### config.mk
export PLATFORM = sky130hd
export DESIGN_NAME = bcd_digit_entry
export DESIGN_NICKNAME = d
export VERILOG_FILES = /design/src/rtl/bcd_digit_entry.sv
export SDC_FILE = /design/constraint.sdc
export NUM_CORES = 1
export LEC_CHECK = 0
export BUFFER_PORTS_ARGS = -buffer_cell sky130_fd_sc_hd__buf_2
export CAP_MARGIN = 20
export CORE_ASPECT_RATIO = 1.4
export CORE_MARGIN = 2
export CORE_UTILIZATION = 35
export CTS_BUF_LIST = sky130_fd_sc_hd__clkbuf_4 sky130_fd_sc_hd__clkbuf_8 sky130_fd_sc_hd__clkbuf_16
export DETAILED_ROUTE_END_ITERATION = 12
export SYNTH_ARGS = -nofsm -noshare
export SYNTH_HDL_FRONTEND = slang
export SYNTH_SLANG_ARGS = --single-unit
### constraint.sdc
create_clock -name clk -period 1.85 [get_ports clk]
set_input_delay 0.2775 -clock clk [delete_from_list [all_inputs] [get_ports clk]]
set_output_delay 0.2775 -clock clk [all_outputs]
set_load 0.1 [all_outputs]
### src/rtl/bcd_digit_entry.sv
// -----------------------------------------------------------------------------
// bcd_digit_entry
//
// Push-button BCD digit entry. The operator sets a digit on the switches,
// then presses "enter" to commit it into the next slot. Slot 0 (the ones
// digit) is filled first. After NUM_DIGITS commits the pass completes: done
// pulses for one cycle, and the block waits in DONE. The next enter starts a
// new pass at slot 0. Slots not yet overwritten keep their old values.
// "cancel" aborts the pass in progress. It restores every slot committed
// during the pass from digits_old.
//
// Optional feature (macro BCD_ENTRY_BINARY_EN):
//   defined   : value_bin is a register. It loads the binary equivalent of
//               the digits on the edge that completes a pass.
//   undefined : value_bin is tied to 0 and no converter is built.
//               The port list is the same in both builds.
//
// Parameters
//   NUM_DIGITS  digits per pass (1..8)
//   DIGIT_MAX   clamp ceiling for an entered digit (0..9)
//
// Ports
//   clk            rising-edge clock
//   rst            asynchronous, active-high reset
//   enter          raw push-button level: commit the current digit
//   cancel         raw push-button level: abort the current pass
//   value[3:0]     raw switch digit
//   current_value  value clamped to DIGIT_MAX (combinational)
//   digit_index    next slot to fill; NUM_DIGITS while in DONE
//   digits         committed digits, slot k at [4k+3:4k]
//   digits_old     each slot's value before its last commit
//   done           one-cycle pulse after the final commit of a pass
//   value_bin      binary equivalent of digits (0 when feature disabled)
// -----------------------------------------------------------------------------
module bcd_digit_entry #(
    parameter int NUM_DIGITS = 3,
    parameter int DIGIT_MAX  = 9
) (
    input  logic                                 clk,
    input  logic                                 rst,
    input  logic                                 enter,
    input  logic                                 cancel,
    input  logic [3:0]                           value,
    output logic [3:0]                           current_value,
    output logic [$clog2(NUM_DIGITS+1)-1:0]      digit_index,
    output logic [4*NUM_DIGITS-1:0]              digits,
    output logic [4*NUM_DIGITS-1:0]              digits_old,
    output logic                                 done,
    output logic [$clog2(10**NUM_DIGITS)-1:0]    value_bin
);

    localparam int IDX_W = $clog2(NUM_DIGITS + 1);
    localparam int VB_W  = $clog2(10**NUM_DIGITS);

    localparam logic [3:0]       MAX_DIGIT = 4'(DIGIT_MAX);
    localparam logic [IDX_W-1:0] LAST_IDX  = IDX_W'(NUM_DIGITS - 1);
    localparam logic [IDX_W-1:0] DONE_IDX  = IDX_W'(NUM_DIGITS);

    typedef enum logic {
        ST_ENTRY = 1'b0,
        ST_DONE  = 1'b1
    } state_t;

    // Saturate a raw switch digit to DIGIT_MAX.
    function automatic logic [3:0] clamp_digit(input logic [3:0] raw);
        if (raw > MAX_DIGIT) begin
            return MAX_DIGIT;
        end
        return raw;
    endfunction

    assign current_value = clamp_digit(value);

    // -------------------------------------------------------------------------
    // Button conditioning: two synchroniser flops, then an edge flop.
    //
    // The reset-cleared flops would otherwise make a button held high
    // through reset look like a fresh rising edge. To prevent that, each
    // detector is armed only after its synchronised level has been seen low.
    // The check uses real samples: fill_p1 marks that the synchroniser has
    // been clocked twice since reset.
    // -------------------------------------------------------------------------
    logic enter_sync_p0, enter_sync_p1, enter_edge_p2;
    logic cancel_sync_p0, cancel_sync_p1, cancel_edge_p2;
    logic fill_p0, fill_p1;
    logic enter_armed, cancel_armed;
    logic enter_evt, cancel_evt;

    always_ff @(posedge clk or posedge rst) begin
        if (rst) begin
            enter_sync_p0  <= 1'b0;
            enter_sync_p1  <= 1'b0;
            enter_edge_p2  <= 1'b0;
            cancel_sync_p0 <= 1'b0;
            cancel_sync_p1 <= 1'b0;
            cancel_edge_p2 <= 1'b0;
            fill_p0        <= 1'b0;
            fill_p1        <= 1'b0;
            enter_armed    <= 1'b0;
            cancel_armed   <= 1'b0;
        end else begin
            enter_sync_p0  <= enter;
            enter_sync_p1  <= enter_sync_p0;
            enter_edge_p2  <= enter_sync_p1;
            cancel_sync_p0 <= cancel;
            cancel_sync_p1 <= cancel_sync_p0;
            cancel_edge_p2 <= cancel_sync_p1;
            fill_p0        <= 1'b1;
            fill_p1        <= fill_p0;
            enter_armed    <= enter_armed  | (fill_p1 & ~enter_sync_p1);
            cancel_armed   <= cancel_armed | (fill_p1 & ~cancel_sync_p1);
        end
    end

    // Each event is high for the single cycle before the third rising edge
    // that sampled the raw button high.
    assign enter_evt  = enter_sync_p1  & ~enter_edge_p2  & enter_armed;
    assign cancel_evt = cancel_sync_p1 & ~cancel_edge_p2 & cancel_armed;

    // -------------------------------------------------------------------------
    // Entry FSM and digit storage
    // -------------------------------------------------------------------------
    state_t                       state_q, state_n;
    logic [IDX_W-1:0]             idx_q, idx_n;
    logic [NUM_DIGITS-1:0][3:0]   digits_q, digits_n;
    logic [NUM_DIGITS-1:0][3:0]   old_q, old_n;
    logic                         done_q, done_n;

    always_ff @(posedge clk or posedge rst) begin
        if (rst) begin
            state_q  <= ST_ENTRY;
            idx_q    <= '0;
            digits_q <= '0;
            old_q    <= '0;
            done_q   <= 1'b0;
        end else begin
            state_q  <= state_n;
            idx_q    <= idx_n;
            digits_q <= digits_n;
            old_q    <= old_n;
            done_q   <= done_n;
        end
    end

    always_comb begin
        state_n  = state_q;
        idx_n    = idx_q;
        digits_n = digits_q;
        old_n    = old_q;
        done_n   = 1'b0;

        unique case (state_q)
            ST_ENTRY: begin
                if (cancel_evt) begin
                    // Cancel has priority over a coincident enter. It restores
                    // only the slots committed during this pass (below idx).
                    for (int k = 0; k < NUM_DIGITS; k++) begin
                        if (IDX_W'(k) < idx_q) begin
                            digits_n[k] = old_q[k];
                        end
                    end
                    idx_n = '0;
                end else if (enter_evt) begin
                    for (int k = 0; k < NUM_DIGITS; k++) begin
                        if (IDX_W'(k) == idx_q) begin
                            digits_n[k] = current_value;
                            old_n[k]    = digits_q[k];
                        end
                    end
                    if (idx_q == LAST_IDX) begin
                        state_n = ST_DONE;
                        idx_n   = DONE_IDX;
                        done_n  = 1'b1;
                    end else begin
                        idx_n = idx_q + 1'b1;
                    end
                end
            end
            ST_DONE: begin
                // Cancel is ignored here. It still swallows a coincident
                // enter, so a simultaneous press does nothing.
                if (enter_evt && !cancel_evt) begin
                    state_n = ST_ENTRY;
                    idx_n   = '0;
                end
            end
            default: begin
                state_n = ST_ENTRY;
                idx_n   = '0;
            end
        endcase
    end

    assign digit_index = idx_q;
    assign digits      = digits_q;
    assign digits_old  = old_q;
    assign done        = done_q;

    // -------------------------------------------------------------------------
    // Optional BCD-to-binary result register
    // -------------------------------------------------------------------------
`ifdef BCD_ENTRY_BINARY_EN
    // Horner evaluation, most significant digit first.
    // Every partial sum is below 10**NUM_DIGITS, so VB_W bits never overflow.
    function automatic logic [VB_W-1:0] bcd_to_bin(input logic [NUM_DIGITS-1:0][3:0] d);
        logic [VB_W-1:0] acc;
        acc = '0;
        for (int k = NUM_DIGITS - 1; k >= 0; k--) begin
            acc = acc * VB_W'(10) + VB_W'(d[k]);
        end
        return acc;
    endfunction

    logic [VB_W-1:0] bin_q;

    // Load from the post-commit digits on the same edge that raises done.
    always_ff @(posedge clk or posedge rst) begin
        if (rst) begin
            bin_q <= '0;
        end else if (done_n) begin
            bin_q <= bcd_to_bin(digits_n);
        end
    end

    assign value_bin = bin_q;
`else
    assign value_bin = '0;
`endif

endmodule

==> results of run 1 <==
[final timing paths]
kind | to | slack [ns] | depth (start not counted)
max | digits_old[1] | 0.18 | 4
min | enter_sync_p0 | 0.08 | 3
max reg2reg | digits_old[1] | 0.18 | 4
min reg2reg | fill_p1 | 0.35 | 0
max in group asynchronous | digit_index[0] | 1.39 | 3
min in group clk | enter_sync_p0 | 0.09 | 1
[layout make-up]
type,instances,share of cell area (%)
Sequential cell,38,46.02
Multi-Input combinational cell,85,32.77
Timing Repair Buffer,41,10.24
Tap cell,64,3.855
Clock buffer,6,3.675
Inverter,17,3.072
Clock inverter,1,0.3614
[logic make-up after synthesis]
logic type	share of synthesized area, %
other	0.4257
AND/OR/NAND/NOR	10.43
multiplexers	14.47
adder cells (fa/ha/maj)	2.837
AO/OA/AOI/OAI	8.227
buffers and inverters	9.716
flip-flops	53.90
[metrics by stage]
step	hold WS, ns	setup slack (ns)	std cells
3_5_place_dp	0.3347	0.1659	245
4_1_cts	0.08296	0.1625	252
3_3_place_gp	0.3321	0.1978	245
2_1_floorplan	0.3089	0.03926	155
6_report	0.08444	0.1835	252
5_1_grt	0.08508	0.06352	252
[placed cells by master, fill, tap and decap left out, types with 2 or more instances in the layout]
| cell type | netlist | routed |
|---|---|---|
| a21o_1 | 3 | 3 |
| a21oi_1 | 11 | 11 |
| and2_1 | 3 | 3 |
| buf_2 | 2 | 38 |
| buf_4 | 11 | 3 |
| clkbuf_8 | 0 | 5 |
| conb_1 | 2 | 11 |
| dfrtp_1 | 38 | 36 |
| ha_1 | 4 | 4 |
| inv_1 | 17 | 17 |
| mux2_2 | 12 | 12 |
| mux2i_1 | 12 | 12 |
| nand2_1 | 2 | 2 |
| nand2b_1 | 2 | 2 |
| nor2_4 | 2 | 2 |
| nor2b_2 | 0 | 2 |
| o21ai_0 | 7 | 7 |
[critical path: stages, from the launching register on]
cell and delay (ns):
dfrtp_4 0.50, inv_1 0.14, ha_1 0.18, and4b_1 0.36
mux2_2 0.37
[routing by layer]
layer / part of all wire (%) / up-vias / wire, um / global-route usage [%]
li1: - / 547 / - / -
met1: 43 / 526 / 1389 / 15.00
met2: 50 / 24 / 1614 / 19.98
met3: 4.5 / 7 / 143 / 3.470
met4: 1.9 / 0 / 61 / 5.929
met5: 0 / - / 0 / 0
==> impl_results.md, run 1 <==
* Syn-to-layout area delta at 17.73%
* H-Tree Level Count at 2
* Final Skew at 0.006435 ns
* Initial antenna violation count at 0
* Final Cycle Share at 90.08%
* Share of cells above drive strength 1 at 38.83%
* DPL Wire Length at 2412 um
* Outcome: finished clean
* Seq cells post-synth at 38
* CP Launch Type: flip-flop
* Clk buf depth at 2
* Detailed Route Iter0 Violations at 17
* ANT cells at 0
* Gpl congestion at 0.7963
* Post-place instance area at 1993 sq um
* YS warnings at 0
* Crit path DAT at 1.84 ns
* Synth Flop Type: dfrtp_1
* Ys async rst share at 100.0%
* Min cycle time layout at 1.667 ns
* Final Util at 42.89%
* Mapped Cells at 146
* Ranking of synthesized cells by area: dfrtp_1 (54%), mux2_2 (7.7%), mux2i_1 (6.8%), buf_4 (4.7%), inv_1 (3.6%)
* Worst hold path class: primary input to asynchronous set/reset pin
* Fmax at 600.1 MHz
* Rows at 30
* Worst-skew pair later-pin latency at 0.29 ns
* Crit path max fanout at 7
* Clock slew at reported path FFs at 0.07 ns
* Avg Synthesized Cell Area at 12.08 sq um
* Max Slew Vio Count at 0
* Post-synth EDFFs at 0
* RSZ-0062 raised after global routing: no
* Largest net degree at the start of global routing at 39
* Clock sinks at 38
* Crit Path Category: flip-flop to flip-flop
* Synth top area share at 53.90%
* Setup violators final at 0
* Most numerous cell in the Yosys netlist: dfrtp_1
* MaxCap Viol Count at 0
* Die height at 88.01 um
* Die ar. at 5633 sq um
* Number of global-route vias before repair at 1,070
* Seq. cell area at 955.9 sq um
* Total wire length at 3209 um
* CTS hold repair buffers at 0
* Routed len/inst at 12.73 um
* Tot GR Track Use at 12.28%
* Vias at 1,104
* Fin nets at 200
* Reg2reg start: digit_index[0]
* Finished Cell Area at 2077 sq um
* Synth Cell Area at 1764 sq um
* TritonCTS Buffers at 5
* CTS tree: done
* Residual DRC count at 0
* Post-DRT Antenna Nets at 0
* # IOs at 49
* Area of the multi-input gates at 680.7 sq um
* GRT overflow at 0
* Core Box Area at 4842 sq um
* Critical Path End Type: flip-flop
* Die Width at 64.01 um
* Crit path from: digit_index[0]
* IO buf count at 38
* Post-synthesis sequential area ratio at 53.90%
* Setup bufs post-CTS at 0
* Post-CTS resize count at 0
* Synth cell count leaders: dfrtp_1 (38), inv_1 (17), mux2_2 (12), mux2i_1 (12)
* WP data required at 2.03 ns
* Yosys cell types at 31
* Starting density of the core at 36.43%
* First-pass GRT wire length at 5209 um
* Vias per Instance at 4.381
* Final Hold Fails at 0
* DRT Pass-1 Iters at 3
* TNS Setup at 0 ns
* Fillers at 467
* Top cell type by total area after synthesis: dfrtp_1
* Clock Tree Root: clkbuf_8
Power of run 1 is not shown: default switching activity piles up to over one toggle a cycle in this logic, so the estimate is an artifact.
==> run 2: changes to the inputs <==
--- a/config.mk
+++ b/config.mk
@@ -12,6 +12,7 @@
 export CORE_UTILIZATION = 35
 export CTS_BUF_LIST = sky130_fd_sc_hd__clkbuf_4 sky130_fd_sc_hd__clkbuf_8 sky130_fd_sc_hd__clkbuf_16
 export DETAILED_ROUTE_END_ITERATION = 12
+export RECOVER_POWER = 100
 export SYNTH_ARGS = -nofsm -noshare
 export SYNTH_HDL_FRONTEND = slang
 export SYNTH_SLANG_ARGS = --single-unit
==> run 2 against run 1 <==
  * Critical path depth stayed put
  * Global-route usage unchanged
  * Cell area decreased by 1.7%
  * Hold slack improved by 0.0083 ns
  * Setup slack got worse by 0.0076 ns
  * Utilization fell by 0.72 points
  * Fmax shrank 0.45%
  * Critical path type unchanged
  * Critical endpoint is now digits_old[5]
==> impl_results.md, run 2 (same netlist as run 1, synthesis figures left out) <==
* Outcome: finished clean
* Core Box Area at 4842 sq um
* Die ar. at 5633 sq um
* Starting density of the core at 36.43%
* Post-DRT Antenna Nets at 0
* Post-place instance area at 1993 sq um
* ANT cells at 0
* Fillers at 471
* # IOs at 49
* Largest net degree at the start of global routing at 39
* Gpl congestion at 0.7963
* Max Slew Vio Count at 0
* Seq. cell area at 954.7 sq um
* Die height at 88.01 um
* Hold path start: enter
* Clock slew at reported path FFs at 0.07 ns
* Final Cycle Share at 90.49%
* Final Hold Fails at 0
* Clock sinks at 38
* First-pass GRT wire length at 5209 um
* IO buf count at 38
* CTS hold repair buffers at 0
* Number of global-route vias before repair at 1,070
* Routed len/inst at 12.71 um
* Setup bufs post-CTS at 0
* GRT overflow at 0
* Detailed Route Iter0 Violations at 15
* Fin nets at 200
* Worst hold path class: primary input to flip-flop
* CTS tree: done
* Finished Cell Area at 2042 sq um
* Commonest non-fill, non-tap cell in the layout: dfrtp_1
* Syn-to-layout area delta at 15.74%
* RSZ-0062 raised after global routing: no
* Fmax at 597.3 MHz
* WP data required at 2.03 ns
* Tot GR Track Use at 12.28%
* Worst Max-Slew Pin Slew at 1.160 ns
* Vias at 1,113
* Share of cells above drive strength 1 at 36.70%
* Post-CTS resize count at 0
* Crit path DAT at 1.85 ns
* Area of the multi-input gates at 650.6 sq um
* TritonCTS Buffers at 5
* Min cycle time layout at 1.674 ns
* Worst-skew pair later-pin latency at 0.29 ns
* MaxCap Viol Count at 0
* DRT Pass-1 Iters at 4
* Crit Path Category: flip-flop to flip-flop
* Residual DRC count at 0
* Reg2reg start: enter_edge_p2
* Crit path max fanout at 6
* Die Width at 64.01 um
* DPL Wire Length at 2412 um
* TNS Setup at 0 ns
* Setup violators final at 0
* Initial antenna violation count at 0
* Slew Limit Headroom at 22.98%
* Vias per Instance at 4.417
* Final Skew at 0.006947 ns
* Clk buf depth at 2
* Commonest non-fill, non-tap cells in the layout: dfrtp_1 (37), clkbuf_2 (31), inv_1 (17)
* Crit path from: enter_edge_p2
* H-Tree Level Count at 2
* Critical Path End Type: flip-flop
* Total wire length at 3204 um
* Rows at 30
* CP Launch Type: flip-flop
* Clock Tree Root: clkbuf_8
## run 2: worst paths after layout
path	endpoint	depth (start not counted)	slack, ns
min in group asynchronous	enter_sync_p0	3	0.26
max in group asynchronous	digit_index[0]	3	0.90
hold reg to reg	fill_p1	0	0.35
setup / recovery	digits_old[5]	4	0.18
setup reg to reg	digits_old[5]	4	0.18
hold / removal	enter_sync_p0	1	0.09
## run 2: final cells by class
cell class                 count  share of cell area [%]
clock buffer                   6                   3.738
clock inverter                 1                  0.3676
inverter                      17                   3.125
multi-input combinational     85                   31.86
sequential                    38                   46.75
tap                           64                   3.922
timing repair buffer          41                   10.23
## run 2: worst max-delay path, stage by stage (launching register included)
cell	delay, ns
dfrtp_1	0.36
and3b_2	0.29
nand2_2	0.10
nor4_2	0.43
mux2_2	0.40
## run 2: layer usage
layer  up-vias  wire length (um)  GRT usage (%)
li1        546                 -              -
met1       536              1363          15.00
met2        24              1638          19.98
met3         7               141          3.470
met4         0                61          5.929
met5         -                 0              0
## run 2: metrics by stage
stage | hold slack, ns | util [%] | setup WS [ns] | std cells
final | 0.09274 | 42.17 | 0.1759 | 252
after global routing | 0.08508 | 42.17 | 0.03677 | 252
after floorplan | 0.3089 | - | 0.03926 | 155
after global placement | 0.3321 | 41.16 | 0.1978 | 245
after CTS | 0.08296 | 42.89 | 0.1625 | 252
after detailed placement | 0.3347 | 41.16 | 0.1659 | 245
Power of run 2 is left out for the same reason.
==> run 3: changes to the inputs <==
--- a/config.mk
+++ b/config.mk
@@ -12,7 +12,9 @@
 export CORE_UTILIZATION = 35
 export CTS_BUF_LIST = sky130_fd_sc_hd__clkbuf_4 sky130_fd_sc_hd__clkbuf_8 sky130_fd_sc_hd__clkbuf_16
 export DETAILED_ROUTE_END_ITERATION = 12
+export PLACE_DENSITY = 0.56
 export RECOVER_POWER = 100
+export SKIP_LAST_GASP = 1
 export SYNTH_ARGS = -nofsm -noshare
 export SYNTH_HDL_FRONTEND = slang
 export SYNTH_SLANG_ARGS = --single-unit
==> run 3 against run 2 <==
  * Cell area increased by 0.80%
  * Clock skew about the same
  * Setup slack got worse by 0.0050 ns
  * Via count increased by 3.4%
  * Utilization increased by 0.34 points
  * Non-clock buffer count unchanged
  * Routed wire length increased by 9.7%
  * Die area unchanged
  * Fmax decreased by 0.30%
  * Hold slack got worse by 0.0046 ns
  * Largest cell class unchanged
==> impl_results.md, run 3 (same netlist as run 1, synthesis figures left out) <==
* Outcome: finished clean
* Worst-skew pair later-pin latency at 0.29 ns
* Initial antenna violation count at 0
* First-pass GRT wire length at 5671 um
* Slew Limit Headroom at 23.46%
* Tot GR Track Use at 13.51%
* MaxCap Viol Count at 0
* Post-DRT Antenna Nets at 0
* Clock Tree Root: clkbuf_8
* Fmax at 595.6 MHz
* Commonest non-fill, non-tap cell in the layout: dfrtp_1
* Worst Max-Slew Pin Slew at 1.153 ns
* RSZ-0062 raised after global routing: no
* Clock sinks at 38
* Reg2reg start: enter_edge_p2
* Max Slew Vio Count at 0
* Clock slew at reported path FFs at 0.07 ns
* Final Util at 42.51%
* GRT busiest layer: met2
* Routed len/inst at 13.90 um
* Die Width at 64.01 um
* Share of cells above drive strength 1 at 37.04%
* Crit Path Category: flip-flop to flip-flop
* Clk buf depth at 2
* CP Launch Type: flip-flop
* Finished Cell Area at 2058 sq um
* Rows at 30
* Final Hold Fails at 0
* Grt met3 use at 3.599%
* ANT cells at 0
* DPL Wire Length at 2659 um
* TritonCTS Buffers at 5
* Crit path from: enter_edge_p2
* Crit path max fanout at 6
* # IOs at 49
* Largest net degree at the start of global routing at 39
* H-Tree Level Count at 2
* Critical Path End Type: flip-flop
* Vias at 1,151
* Die ar. at 5633 sq um
* Gpl congestion at 0.7931
* Total wire length at 3516 um
* Setup violators final at 0
* CTS tree: done
* Hold path start: enter
* Syn-to-layout area delta at 16.67%
* Setup bufs post-CTS at 0
* Final Skew at 0.006511 ns
* Fin nets at 200
* WP data required at 2.03 ns
* CTS hold repair buffers at 0
* Number of global-route vias before repair at 1,132
* Hold slack final at 0.08811 ns
* GRT overflow at 0
* Vias per Instance at 4.549
* Min cycle time layout at 1.679 ns
* Post-place instance area at 1993 sq um
* Global-route met2 utilization at 22.82%
* Final Cycle Share at 90.76%
* Starting density of the core at 36.43%
* Worst hold path class: primary input to flip-flop
* Residual DRC count at 0
* Commonest non-fill, non-tap cells in the layout: dfrtp_1 (37), clkbuf_2 (30), inv_1 (17)
* DRT Pass-1 Iters at 4
* GR Util met1 at 15.91%
* Detailed Route Iter0 Violations at 28
* Die height at 88.01 um
* IO buf count at 38
* Crit path DAT at 1.86 ns
* Post-CTS resize count at 0
* Core Box Area at 4842 sq um
* TNS Setup at 0 ns
==> run 3: changes by cell type in the layout (fill, tap and decap cells not counted) <==
cell and delta:
clkbuf_2 -1, buf_2 +1, nor2_4 +1, clkinvlp_4 -1
nor2_2 -1, clkinv_2 +1, clkbuf_8 +1
==> run 3: area by class of cell <==
type | instances | area [sq um]
tap | 64 | 80.08
timing repair buffer | 41 | 209.0
sequential | 38 | 954.7
clock buffer | 7 | 90.09
inverter | 17 | 63.81
clock inverter | 1 | 5.005
fill | 479 | 2784
multi-input combinational | 85 | 655.6
==> run 3: path summary, 6_finish.rpt <==
path,to,slack [ns],cells after the start
setup / recovery,digits_old[6],0.17,4
hold / removal,enter_sync_p0,0.09,1
setup reg to reg,digits_old[6],0.17,4
hold reg to reg,fill_p1,0.35,0
max in group asynchronous,digit_index[0],0.91,3
min in group asynchronous,fill_p1,0.26,3
==> run 3: metal layers <==
layer	wire length [um]	vias up
li1	-	542
met3	165	7
met2	1893	30
met1	1390	572
met4	66	0
met5	0	-
==> run 3: through the flow <==
step | worst slack (ns) | std cells
2_1_floorplan | 0.03926 | 155
3_3_place_gp | 0.2071 | 245
3_5_place_dp | 0.1678 | 245
4_1_cts | 0.1552 | 253
5_1_grt | 0.04466 | 253
6_report | 0.1710 | 253
==> run 3: critical path, cell delays in order, from the launching register on <==
cell	delay, ns
dfrtp_1	0.36
and3b_2	0.29
nand2_2	0.10
nor4_2	0.41
mux2_2	0.40
Power of run 3 is left out for the same reason.
